`config.mk`:
```
export PLATFORM = sky130hd
export DESIGN_NAME = rikv_instr_buffer
export DESIGN_NICKNAME = d
export VERILOG_FILES = /design/src/rtl/rikv_pkg.sv /design/src/rtl/rikv_instr_buffer.sv
export SDC_FILE = /design/constraint.sdc
export NUM_CORES = 1
export LEC_CHECK = 0
export BUFFER_PORTS_ARGS = -buffer_cell sky130_fd_sc_hd__buf_2
export CAP_MARGIN = 10
export CORE_MARGIN = 2
export CORE_UTILIZATION = 61
export DETAILED_ROUTE_END_ITERATION = 12
export PLACE_DENSITY = 0.84
export SLEW_MARGIN = 30
export SYNTH_ARGS = -nofsm -noshare
export SYNTH_HDL_FRONTEND = slang
export SYNTH_SLANG_ARGS = --single-unit
```
`constraint.sdc`:
```
create_clock -name clk -period 7.9 [get_ports clk]
set_input_delay 1.58 -clock clk [delete_from_list [all_inputs] [get_ports clk]]
set_output_delay 1.58 -clock clk [all_outputs]
set_load 0.005 [all_outputs]
```
`src/rtl/rikv_pkg.sv`:
```
// Shared definitions for the rikv core, its instruction buffer and the formal harness.
package rikv_pkg;

  localparam int ILEN = 32;
  localparam logic [ILEN-1:0] NOP_INSN = 32'h0000_0013;

  // Default buffer geometry; pointers carry one extra wrap bit above the index.
  localparam int IBUF_DEPTH = 4;
  localparam int IBUF_PTRW  = $clog2(IBUF_DEPTH) + 1;

  typedef logic [IBUF_PTRW-1:0] ptr_t;

endpackage

```
`src/rtl/rikv_instr_buffer.sv`:
```
// Instruction prefetch FIFO between the fetch stream and the rikv core, with
// first-word fall-through and a single-cycle flush for branch/trap redirects.
module rikv_instr_buffer #(
  parameter int ILEN  = 32,
  parameter int DEPTH = 4
) (
  input  logic                     clk,
  input  logic                     reset_n,
  input  logic                     flush,
  input  logic                     in_valid,
  input  logic [ILEN-1:0]          in_instr,
  output logic                     in_ready,
  output logic                     instr_valid,
  output logic [ILEN-1:0]          instr,
  input  logic                     instr_ready,
  output logic [$clog2(DEPTH):0]   count
);
  import rikv_pkg::*;

  localparam int AW   = $clog2(DEPTH);
  localparam int PTRW = AW + 1;

  logic [ILEN-1:0] mem [DEPTH];
  logic [PTRW-1:0] rd_ptr;
  logic [PTRW-1:0] wr_ptr;
  logic            ready_q;
  logic            empty;
  logic            full;
  logic            push;
  logic            pop;

  assign empty = (rd_ptr == wr_ptr);
  assign full  = (rd_ptr[AW-1:0] == wr_ptr[AW-1:0]) && (rd_ptr[AW] != wr_ptr[AW]);

  // ready_q keeps in_ready low through reset and for the release cycle.
  assign in_ready    = ready_q && !full && !flush;
  assign instr_valid = !empty && !flush;
  assign instr       = mem[rd_ptr[AW-1:0]];
  assign count       = wr_ptr - rd_ptr;

  assign push = in_valid && in_ready;
  assign pop  = instr_valid && instr_ready;

  always_ff @(posedge clk or negedge reset_n) begin
    if (!reset_n) begin
      rd_ptr  <= '0;
      wr_ptr  <= '0;
      ready_q <= 1'b0;
    end else begin
      ready_q <= 1'b1;
      if (flush) begin
        rd_ptr <= wr_ptr;
      end else begin
        if (push) wr_ptr <= wr_ptr + PTRW'(1);
        if (pop)  rd_ptr <= rd_ptr + PTRW'(1);
      end
    end
  end

  // Storage is deliberately not reset so it can map onto plain memory.
  always_ff @(posedge clk) begin
    if (push) mem[wr_ptr[AW-1:0]] <= in_instr;
  end

`ifdef FORMAL
  logic past_ok;
  always_ff @(posedge clk or negedge reset_n) begin
    if (!reset_n) past_ok <= 1'b0;
    else          past_ok <= 1'b1;
  end

  always @(posedge clk) begin
    if (reset_n) begin
      assert (32'(count) <= DEPTH);
      assert (!(full && empty));
      if (32'(count) == DEPTH) assert (!in_ready);
      if (past_ok && $past(instr_valid && !instr_ready && !flush))
        assert (instr == $past(instr));
    end
  end
`endif

endmodule

```
==> results.ini, run 1 <==
[yosys]
synthArstFlopShare_pct=5.19
yosysMostFrequentCell=edfxtp_1
yosysTopAreaCell=edfxtp_1
ys_ff_latch=135
synthAdderAreaFrac_pct=2.08
yosys-top-cells-area=edfxtp_1 74%, mux4_2 14%, dfrtp_1 3.4%
synth_top_family_by_area=multiplexers
netlist_area_um2=5170
synth_edf_count=128
synthMuxAreaShare_pct=14.2
syn_nets=272
yosys.area_share.simple_pct=1.96
ys.flop_type=edfxtp_1
syn_inst=227
yosysWarnings=0
synth_compound_area_share_pct=1.67
synth.yosys.seq_area_share_pct=77.7
synth_top_area_share_pct=74.3
synthDistinctLibCells=33
avgSynthCellArea_um2=22.8
synth_xor_area_share_pct=0.677
yosys-top-cells-count=128 x edfxtp_1, 32 x mux4_2, 8 x inv_1

[timing]
period_minus_slack_ns=4.24
finalClockSkew_ns=0.00564
fmax_ghz=0.236
relSlewSlack_pct=41.0
hold_ws_ns=0.558
min_period_over_period_pct=53.6
fin_tns_setup_ns=0
finalHoldViolCount=0
setup_viol=0
tightest_slew_ns=0.884
setup_ws_ns=3.66
rsz0062_at_grt=false
slew_violations=0

[clock_network]
clockRootBuffer=clkbuf_8
cts_tree=done
ctsHoldBuffers=0
htreeDepth=4
cts_buffers=17
cts_resized=0
clock_latency_ns=0.51
clockBufferDepth=2
cts.sinks=135
path_clk_slew_ns=0.06
postCtsSetupRepairBufs=0

[die]
chipHeight_um=96.1
fp-row-count=33
initial_core_util_pct=63.0
core_region_area_um2=8220
io_pins=74
die_area_um2=9230
die_w_um=96.1

[worst_setup_path]
cp_max_fo=35
r2r_start=rd_ptr[1]
worstSetupPathType=flop to primary output
crit_end=instr_valid
cp.arrival_ns=2.66
ff2ff_path_depth=4
cp-startpoint=rd_ptr[1]
critPathCaptureType=primary output
cp-start-kind=flop
ff2ff_setup_slack_ns=4.70
timing.rr.end=mem[0][29]
crit_required_ns=6.32

[placed_design]
pre_cts_slack_ns=4.19
dp_hpwl_um=4910
port_buffers=73
dpl.cell_count=397
finalWeightedCongestion=0.840

[routing]
routedWlPerCell_um=20.4
antenna_left=0
drc_errors=0
num_vias=2526
drtIter0Drc=186
totalWireLength_um=8760
dr.pass1.iters=4
viasPerCell=5.89

[pwr]
p_int_w=0.00155
powerDensity_nw_per_um2=348
seq_power_share_pct=42.6
vdd_ir_drop_max_mv=0.232
switching_share_pct=28.3
p_leak_nw=2.18
p_clk_share_pct=32.6
p_sw_w=0.000611
combinationalPowerShare_pct=24.7
total_power_w=0.00216

[final_layout]
nets=356
areaGrowthSynthToFinish_pct=19.6
fin_cells=429
multiInputGateArea_um2=1080
final_layout_size_suffix_gt1_share_pct=44.6
n_fill_cell=447
seq_area_um2=4020

[flow_run]
maxCapViolations=0

[global_route]
grt_pass1_vias=2567
grt_pass1_wl_um=13300
antenna_found_initial=1
grt_max_degree=36
grt-ovfl-total=0
track_usage_pct=21.4

[hold_path]
hp-class=flop to flop

[run_status]
status=finished, final reports clean

critical path, cell delays in order, from the launching register on:
cell and delay, ns:
dfrtp_2 0.95, inv_1 0.22, ha_1 0.44, nand2_1 0.19, nor2_1 0.06, nor2_1 0.15
buf_2 0.14
cell families (layout without fill, tap and decap cells):
| family | count (synthesis) | in the layout |
|---|---|---|
| other | 1 | 2 |
| and+or+nand+nor | 18 | 18 |
| AOI/OAI and AO/OA | 10 | 10 |
| DFF | 135 | 135 |
| adders and majority gates | 8 | 8 |
| xor gates and xnor gates | 4 | 4 |
| buffers and inverters | 18 | 114 |
| muxes | 33 | 33 |
power by group through the flow:
stage / clock, W / sequential, W / combinational (W)
after floorplan: 0 / 0.000877 / 0.000402
after global placement: 0 / 0.000929 / 0.000529
after detailed placement: 0 / 0.000934 / 0.000537
after CTS: 0.000714 / 0.000921 / 0.000544
after global routing: 0.000748 / 0.000929 / 0.000589
final: 0.000703 / 0.000919 / 0.000534
registers in the layout (all words and copies together) (netlist names):
name / cells
mem: 128
ready_q: 1
wr_ptr: 3
rd_ptr: 3
final cells by class:
cell class,count,area share [%]
inverter,8,0.485
sequential,135,65.0
tap,105,2.12
clock buffer,17,6.69
multi-input combinational,74,17.5
timing repair buffer,75,6.15
clock inverter,14,2.04
antenna,1,0.0404
per-layer routing:
metal / up-vias / share of wire (%) / wire length, um / global-route usage, %
met3: 13 / 6.6 / 576 / 8.14
met1: 1287 / 41 / 3620 / 27.7
li1: 1114 / - / - / -
met5: - / 0 / 0 / 0
met4: 0 / 1.6 / 141 / 9.76
met2: 112 / 51 / 4430 / 32.5
cells in the final DEF (no fill, tap or decap), types with 2 or more instances in the layout:
master / n
and2_2: 3
inv_1: 8
ha_1: 7
buf_4: 2
clkinv_2: 2
dfrtp_2: 2
nor2_1: 4
nand2_1: 3
xor2_1: 2
edfxtp_1: 128
nand3_1: 3
clkinvlp_4: 4
clkinv_4: 3
mux4_2: 32
dfrtp_1: 5
clkbuf_16: 16
inv_6: 3
xnor2_1: 2
buf_2: 73
how the worst min path moves through the flow:
stage,start,end,slack [ns],cells past startpoint
2_1_floorplan,wr_ptr[2],wr_ptr[2],0.48,1
3_3_place_gp,wr_ptr[2],wr_ptr[2],0.51,1
3_5_place_dp,wr_ptr[2],wr_ptr[2],0.51,1
4_1_cts,wr_ptr[2],wr_ptr[2],0.55,1
5_1_grt,wr_ptr[2],wr_ptr[2],0.57,1
6_report,wr_ptr[2],wr_ptr[2],0.56,1
through the flow:
stage,area [um2],utilization [%]
floorplan,5170,-
global placement,5640,68.7
CTS,6180,75.3
global route,6190,75.3
detailed placement,5640,68.7
finish,6190,75.3
Power figures use the tool's default switching activity.
==> run 2: changes to the inputs <==
--- a/config.mk
+++ b/config.mk
@@ -5,12 +5,13 @@
 export SDC_FILE = /design/constraint.sdc
 export NUM_CORES = 1
 export LEC_CHECK = 0
+export ABC_AREA = 1
 export BUFFER_PORTS_ARGS = -buffer_cell sky130_fd_sc_hd__buf_2
 export CAP_MARGIN = 10
 export CORE_MARGIN = 2
-export CORE_UTILIZATION = 61
+export CORE_UTILIZATION = 57
 export DETAILED_ROUTE_END_ITERATION = 12
-export PLACE_DENSITY = 0.84
+export PLACE_DENSITY = 0.79
 export SLEW_MARGIN = 30
 export SYNTH_ARGS = -nofsm -noshare
 export SYNTH_HDL_FRONTEND = slang
==> constraint.sdc (replaced) <==
create_clock -name clk -period 3.9 [get_ports clk]
set_input_delay 0.78 -clock clk [delete_from_list [all_inputs] [get_ports clk]]
set_output_delay 0.78 -clock clk [all_outputs]
set_load 0.005 [all_outputs]
==> run 2 against run 1 <==
Critical path type unchanged. Largest power group unchanged. Clock skew is 0.0020 ns higher. Sequential cell count stayed put. Critical path depth down 2. Sequential share of layout area shrank 1.4 points. Highest routed layer unchanged. First-iteration DRC count is 3.2% lower. Power up 110%. Clock power increased by 110%.
==> results.ini, run 2 <==
[yosys]
yosys-top-cells-area=edfxtp_1 73%, o21ai_0 6.2%, nor2_1 4.8%  ; was edfxtp_1 74%, mux4_2 14%, dfrtp_1 3.4%
avgSynthCellArea_um2=13.7  ; was 22.8 um2
yosys.area_share.simple_pct=8.56  ; was 1.96%
ys_ff_latch=135  ; unchanged
synth_edf_count=128  ; unchanged
synth_xor_area_share_pct=0.166  ; was 0.677%
yosysWarnings=0  ; unchanged
yosysTopAreaCell=edfxtp_1  ; unchanged
synth_top_area_share_pct=72.7  ; was 74.3%
yosys-top-cells-count=128 x edfxtp_1, 68 x nor2_1, 65 x o21ai_0  ; was 128 x edfxtp_1, 32 x mux4_2, 8 x inv_1
synthArstFlopShare_pct=5.19  ; unchanged
synth.yosys.seq_area_share_pct=76.0  ; was 77.7%
synth_top_family_by_area=compound AO/OA/AOI/OAI gates  ; was multiplexers
synthDistinctLibCells=25  ; was 33
netlist_area_um2=5290  ; was 5170 um2
yosysMostFrequentCell=edfxtp_1  ; unchanged
syn_inst=386  ; was 227
synthAdderAreaFrac_pct=2.03  ; was 2.08%
synth_compound_area_share_pct=10.1  ; was 1.67%
ys.flop_type=edfxtp_1  ; unchanged
syn_nets=431  ; was 272
synthMuxAreaShare_pct=0  ; was 14.2%

[flow_run]
maxCapViolations=0  ; unchanged

[clock_network]
clock_latency_ns=0.51  ; about the same
cts.sinks=135  ; unchanged
cts_resized=0  ; unchanged
cts_buffers=17  ; unchanged
clockRootBuffer=clkbuf_8  ; unchanged
postCtsSetupRepairBufs=0  ; unchanged
ctsHoldBuffers=0  ; unchanged
clockBufferDepth=2  ; unchanged
path_clk_slew_ns=0.06  ; about the same
htreeDepth=4  ; unchanged
cts_tree=done  ; unchanged

[placed_design]
dp_hpwl_um=5990  ; was 4910 um
port_buffers=73  ; unchanged
finalWeightedCongestion=0.845  ; was 0.840
pre_cts_slack_ns=1.17  ; was 4.19 ns

[routing]
totalWireLength_um=10600  ; was 8760 um
antenna_left=0  ; unchanged
viasPerCell=5.77  ; was 5.89
num_vias=3402  ; was 2,526
drtIter0Drc=180  ; was 186
drc_errors=0  ; unchanged
dr.pass1.iters=5  ; was 4
routedWlPerCell_um=18.0  ; was 20.4 um

[final_layout]
n_fill_cell=626  ; was 447
final_layout_size_suffix_gt1_share_pct=25.1  ; was 44.6%
areaGrowthSynthToFinish_pct=19.6  ; about the same
diodes=0  ; was 1
final_common_cell=edfxtp_1  ; unchanged
final_cell_mix=128 x edfxtp_1, 73 x buf_2, 66 x nor2_1  ; was 128 x edfxtp_1, 73 x buf_2, 32 x mux4_2
nets=511  ; was 356
largest_register_ffs=128  ; unchanged

[die]
die_area_um2=10100  ; was 9230 um2
initial_core_util_pct=58.1  ; was 63.0%
chipHeight_um=100  ; was 96.1 um
core_region_area_um2=9110  ; was 8220 um2
fp-row-count=35  ; was 33
die_w_um=100  ; was 96.1 um
io_pins=74  ; unchanged

[timing]
min_period_over_period_pct=89.5
setup_ws_ns=0.408  ; was 3.66 ns
period_minus_slack_ns=3.49
fmax_ghz=0.286
finalHoldViolCount=0  ; unchanged
tightest_slew_ns=0.777  ; was 0.884 ns
finalClockSkew_ns=0.00760  ; was 0.00564 ns
relSlewSlack_pct=48.2  ; was 41.0%
rsz0062_at_grt=false  ; unchanged
setup_viol=0  ; unchanged
slew_violations=0  ; unchanged
fin_tns_setup_ns=0  ; unchanged

[pwr]
p_leak_nw=2.32  ; was 2.18 nW
vdd_ir_drop_max_mv=0.592  ; was 0.232 mV
total_power_w=0.00456  ; was 0.00216 W
powerDensity_nw_per_um2=720  ; was 348 nW/um2

[global_route]
antenna_found_initial=0  ; was 1
grt_max_degree=65  ; was 36
grt_pass1_vias=3464  ; was 2,567
track_usage_pct=22.4  ; was 21.4%
grt_pass1_wl_um=16600  ; was 13,300 um
grt-ovfl-total=0  ; unchanged

[hold_path]
hp-class=input pin to asynchronous set/reset pin  ; was flop to flop

[worst_setup_path]
crit_required_ns=3.12  ; was 6.32 ns
crit_path_cell_trace=clkinv_2 -> o21ai_0 -> o22ai_1 -> buf_2  ; was inv_1 -> ha_1 -> nand2_1 -> nor2_1 -> nor2_1 -> buf_2
cp.arrival_ns=2.71  ; was 2.66 ns
slowest_stage=clkinv_2  ; was dfrtp_2
worstSetupPathType=flop to primary output  ; unchanged
critPathCaptureType=primary output  ; unchanged
cp-start-kind=flop  ; unchanged
cp_max_fo=64  ; was 35
cp_slowest_stage_delay_ns=0.75  ; was 0.95 ns

[run_status]
status=finished, final reports clean  ; unchanged

==> run 2: cell types whose count changed in the layout (fill, tap and decap cells not counted), sizes merged, moves of 3 or more <==
cell / previous run / this run
nor2: 4 / 70
o21ai: 0 / 66
mux4: 32 / 0
o22ai: 1 / 32
nand2: 3 / 28
buf: 75 / 80
inv: 11 / 15
and2: 3 / 0
clkbuf: 17 / 20
nand3: 3 / 6
nand4: 0 / 3
==> run 2: cells by family (layout without fill, tap and decap cells) <==
group / after synthesis / after routing
flops: 135 / 135
simple gates: 108 / 108
compound gates: 99 / 99
buf+inv: 34 / 127
fa+ha+maj: 8 / 8
other cells: 1 / 1
xor+xnor: 1 / 1
==> run 2: worst paths after layout <==
path                               from    endpoint  slack (ns)  cells past startpoint
max                           rd_ptr[0]    instr[8]        0.41                      4
min                             reset_n   rd_ptr[2]        0.10                      1
max reg2reg                   rd_ptr[1]   mem[3][6]        1.24                      8
min reg2reg                   wr_ptr[2]   wr_ptr[2]        0.57                      2
max in group asynchronous       reset_n   rd_ptr[0]        3.61                      1
min in group clk           in_instr[14]  mem[2][14]        0.48                      1
==> run 2: final cells by class <==
cell class / instances / area [um2] / area share (%)
timing repair buffer: 80 / 418 / 6.61
clock inverter: 12 / 129 / 2.04
clock buffer: 20 / 425 / 6.73
sequential: 135 / 4020 / 63.6
tap: 111 / 139 / 2.20
multi-input combinational: 217 / 1130 / 17.9
inverter: 15 / 57.6 / 0.910
==> run 2: layer usage <==
metal  wire length (um)  vias to the layer above  GRT usage [%]
li1                   -                     1582              -
met1               4400                     1660           27.9
met2               5250                      143           37.1
met3                797                       17           6.75
met4                151                        0           8.54
met5                  0                        -              0
==> run 2: critical path, delay by kind of cell (launching register included) <==
family / cells / cell delay (ns)
AOI/OAI and AO/OA: 2 / 0.61
buffers and inverters: 2 / 0.90
DFF: 1 / 0.68
==> run 2: where the power goes <==
group          internal, W  total [W]  switching (W)
registers          0.00170    0.00179      0.0000907
clock network     0.000907    0.00147       0.000560
logic             0.000482    0.00130       0.000815
==> run 2: stage by stage <==
stage               utilization (%)  cells  instance area [um2]  hold WS, ns
finish                         69.4    590                 6320        0.104
global placement               63.3    558                 5770        0.538
detailed placement             63.3    558                 5770        0.543
global route                   69.4    590                 6320       0.0984
floorplan                         -    386                 5290        0.484
CTS                            69.4    590                 6320       0.0937
==> run 3: changes to the inputs <==
--- a/config.mk
+++ b/config.mk
@@ -6,12 +6,12 @@
 export NUM_CORES = 1
 export LEC_CHECK = 0
 export ABC_AREA = 1
-export BUFFER_PORTS_ARGS = -buffer_cell sky130_fd_sc_hd__buf_2
 export CAP_MARGIN = 10
 export CORE_MARGIN = 2
-export CORE_UTILIZATION = 57
+export CORE_UTILIZATION = 62
 export DETAILED_ROUTE_END_ITERATION = 12
-export PLACE_DENSITY = 0.79
+export DONT_BUFFER_PORTS = 1
+export PLACE_DENSITY = 0.78
 export SLEW_MARGIN = 30
 export SYNTH_ARGS = -nofsm -noshare
 export SYNTH_HDL_FRONTEND = slang
==> run 3 against run 2 <==
Maximum frequency is 20% higher. Combinational power is 16% lower. Non-clock buffer count shrank 73. Critical path depth shrank 1. Global-route usage increased by 0.22 points. Critical endpoint is now instr[29]. Sequential cell count is the same. Setup slack gained 0.58 ns. Register-to-register slack worse by 0.12 ns. Clock skew about the same. Cell count fell by 13%. Design area down 4.5%. Worst hold slack improved by 0.27 ns.
==> results.ini, run 3 (same netlist as run 2, synthesis figures left out) <==
[timing]
slew_violations=0  ; unchanged
fmax_ghz=0.343  ; was 0.286 GHz
rsz0062_at_grt=false  ; unchanged
relSlewSlack_pct=48.9  ; was 48.2%
setup_viol=0  ; unchanged
min_period_over_period_pct=74.7  ; was 89.5%
finalClockSkew_ns=0.00776  ; was 0.00760 ns
tightest_slew_ns=0.766  ; was 0.777 ns
fin_tns_setup_ns=0  ; unchanged
period_minus_slack_ns=2.91  ; was 3.49 ns
finalHoldViolCount=0  ; unchanged
hold_ws_ns=0.371  ; was 0.104 ns

[worst_setup_path]
worstSetupPathType=flop to primary output  ; unchanged
cp_max_fo=64  ; unchanged
timing.rr.end=mem[3][11]  ; was mem[3][6]
cp-start-kind=flop  ; unchanged
critPathCaptureType=primary output  ; unchanged
critical-path-top-delay-family=compound AO/OA/AOI/OAI gates  ; was buffers and inverters
ff2ff_path_depth=8  ; unchanged
crit_required_ns=3.12  ; about the same
ff2ff_setup_slack_ns=1.12  ; was 1.24 ns
crit_path_cell_trace=clkinv_2 -> o21ai_0 -> o22ai_1  ; was clkinv_2 -> o21ai_0 -> o22ai_1 -> buf_2
cp.arrival_ns=2.13  ; was 2.71 ns
crit_buf_inv=1  ; was 2
slowest_stage=clkinv_2  ; unchanged
r2r_start=rd_ptr[1]  ; unchanged
cp_slowest_stage_delay_ns=0.59  ; was 0.75 ns

[routing]
drtIter0Drc=201  ; was 180
drc_errors=0  ; unchanged
num_vias=2997  ; was 3,402
totalWireLength_um=9980  ; was 10,600 um
routedWlPerCell_um=19.5  ; was 18.0 um
viasPerCell=5.86  ; was 5.77
antenna_left=0  ; unchanged
dr.pass1.iters=4  ; was 5

[clock_network]
path_clk_slew_ns=0.06  ; about the same
htreeDepth=4  ; unchanged
cts_resized=0  ; unchanged
clockRootBuffer=clkbuf_8  ; unchanged
cts_tree=done  ; unchanged
postCtsSetupRepairBufs=0  ; unchanged
cts.sinks=135  ; unchanged
cts_buffers=17  ; unchanged
clock_latency_ns=0.50  ; was 0.51 ns
clockBufferDepth=2  ; unchanged
ctsHoldBuffers=1  ; was 0

[pwr]
total_power_w=0.00444  ; was 0.00456 W
seq_power_share_pct=39.6  ; was 39.3%
p_int_w=0.00305  ; was 0.00309 W
p_clk_share_pct=35.8  ; was 32.2%
p_leak_nw=2.07  ; was 2.32 nW
p_sw_w=0.00139  ; was 0.00147 W
switching_share_pct=31.3  ; was 32.2%
powerDensity_nw_per_um2=734  ; was 720 nW/um2
vdd_ir_drop_max_mv=0.459  ; was 0.592 mV
combinationalPowerShare_pct=24.6  ; was 28.5%

[final_layout]
largest_register_ffs=128  ; unchanged
final_common_cell=edfxtp_1  ; unchanged
fin_cells=511  ; was 590
diodes=0  ; unchanged
nets=438  ; was 511
final_layout_size_suffix_gt1_share_pct=11.6  ; was 25.1%
finalInstanceArea_um2=6040  ; was 6320 um2
areaGrowthSynthToFinish_pct=14.2  ; was 19.6%
final_cell_mix=128 x edfxtp_1, 66 x nor2_1, 65 x o21ai_0  ; was 128 x edfxtp_1, 73 x buf_2, 66 x nor2_1

[global_route]
grt_pass1_vias=3032  ; was 3,464
antenna_found_initial=0  ; unchanged
grt_max_degree=68  ; was 65
track_usage_pct=22.6  ; was 22.4%
grt-ovfl-total=0  ; unchanged
grt_pass1_wl_um=14900  ; was 16,600 um

[die]
die_w_um=96.4  ; was 100 um
initial_core_util_pct=64.0  ; was 58.1%
chipHeight_um=96.4  ; was 100 um
core_region_area_um2=8260  ; was 9110 um2
io_pins=74  ; unchanged
die_area_um2=9290  ; was 10,100 um2
fp-row-count=33  ; was 35

[hold_path]
whs_endpoint=mem[2][13]
worstHoldPathCells=0
hp-class=input pin to flop  ; was input pin to asynchronous set/reset pin
hold_start=in_instr[13]

[placed_design]
dpl.cell_count=477  ; was 558
finalWeightedCongestion=0.746  ; was 0.845
place_area_um2=5400  ; was 5770 um2
port_buffers=0  ; was 73
dp_hpwl_um=5700  ; was 5990 um

[run_status]
status=finished, final reports clean  ; unchanged

[flow_run]
maxCapViolations=0  ; unchanged

[run 3: cell count changes in the layout (fill, tap and decap cells not counted), moves of 2 or more]
cell       delta
buf_16        +2
bufinv_16     +2
buf_2        -73
buf_4         -3
[run 3: cell type report]
cell class / count / area, um2
sequential: 135 / 4020
fill: 508 / 2220
multi-input combinational: 217 / 1130
clock buffer: 19 / 422
clock inverter: 13 / 180
tap: 105 / 131
timing repair buffer: 7 / 95.1
inverter: 15 / 57.6
[run 3: per-stage QoR]
stage               setup WS, ns  util, %
CTS                        0.942     72.8
global placement            1.14     65.1
global route               0.805     73.2
detailed placement          1.14     65.4
finish                     0.987     73.2
floorplan                  0.859        -
[run 3: power by group through the flow]
| stage | registers [W] | clock network (W) | logic, W |
|---|---|---|---|
| global route | 0.00177 | 0.00167 | 0.00122 |
| CTS | 0.00176 | 0.00160 | 0.00109 |
| finish | 0.00176 | 0.00159 | 0.00109 |
| detailed placement | 0.00179 | 0 | 0.00108 |
| floorplan | 0.00178 | 0 | 0.000845 |
| global placement | 0.00178 | 0 | 0.00104 |
[run 3: how the worst max path moves through the flow]
stage	start	slack, ns	cells after the start	to
3_5_place_dp	rd_ptr[1]	1.14	7	mem[1][17]
2_1_floorplan	rd_ptr[1]	0.86	8	mem[1][0]
5_1_grt	rd_ptr[0]	0.80	3	instr[22]
4_1_cts	rd_ptr[0]	0.94	3	instr[29]
6_report	rd_ptr[0]	0.99	3	instr[29]
3_3_place_gp	rd_ptr[1]	1.14	7	mem[2][17]
[run 3: worst register-to-register path, delay by kind of cell (launching register included)]
kind                     cells  cell delay (ns)
flip-flops                   1             0.38
buffers and inverters        3             0.92
AND/OR/NAND/NOR              4             0.82
adder cells (fa/ha/maj)      1             0.34
[run 3: per-layer routing]
metal	global-route usage, %	wire, um
met1	26.1	3930
met2	37.8	5140
met3	9.79	838
met4	7.75	74
met5	0	0
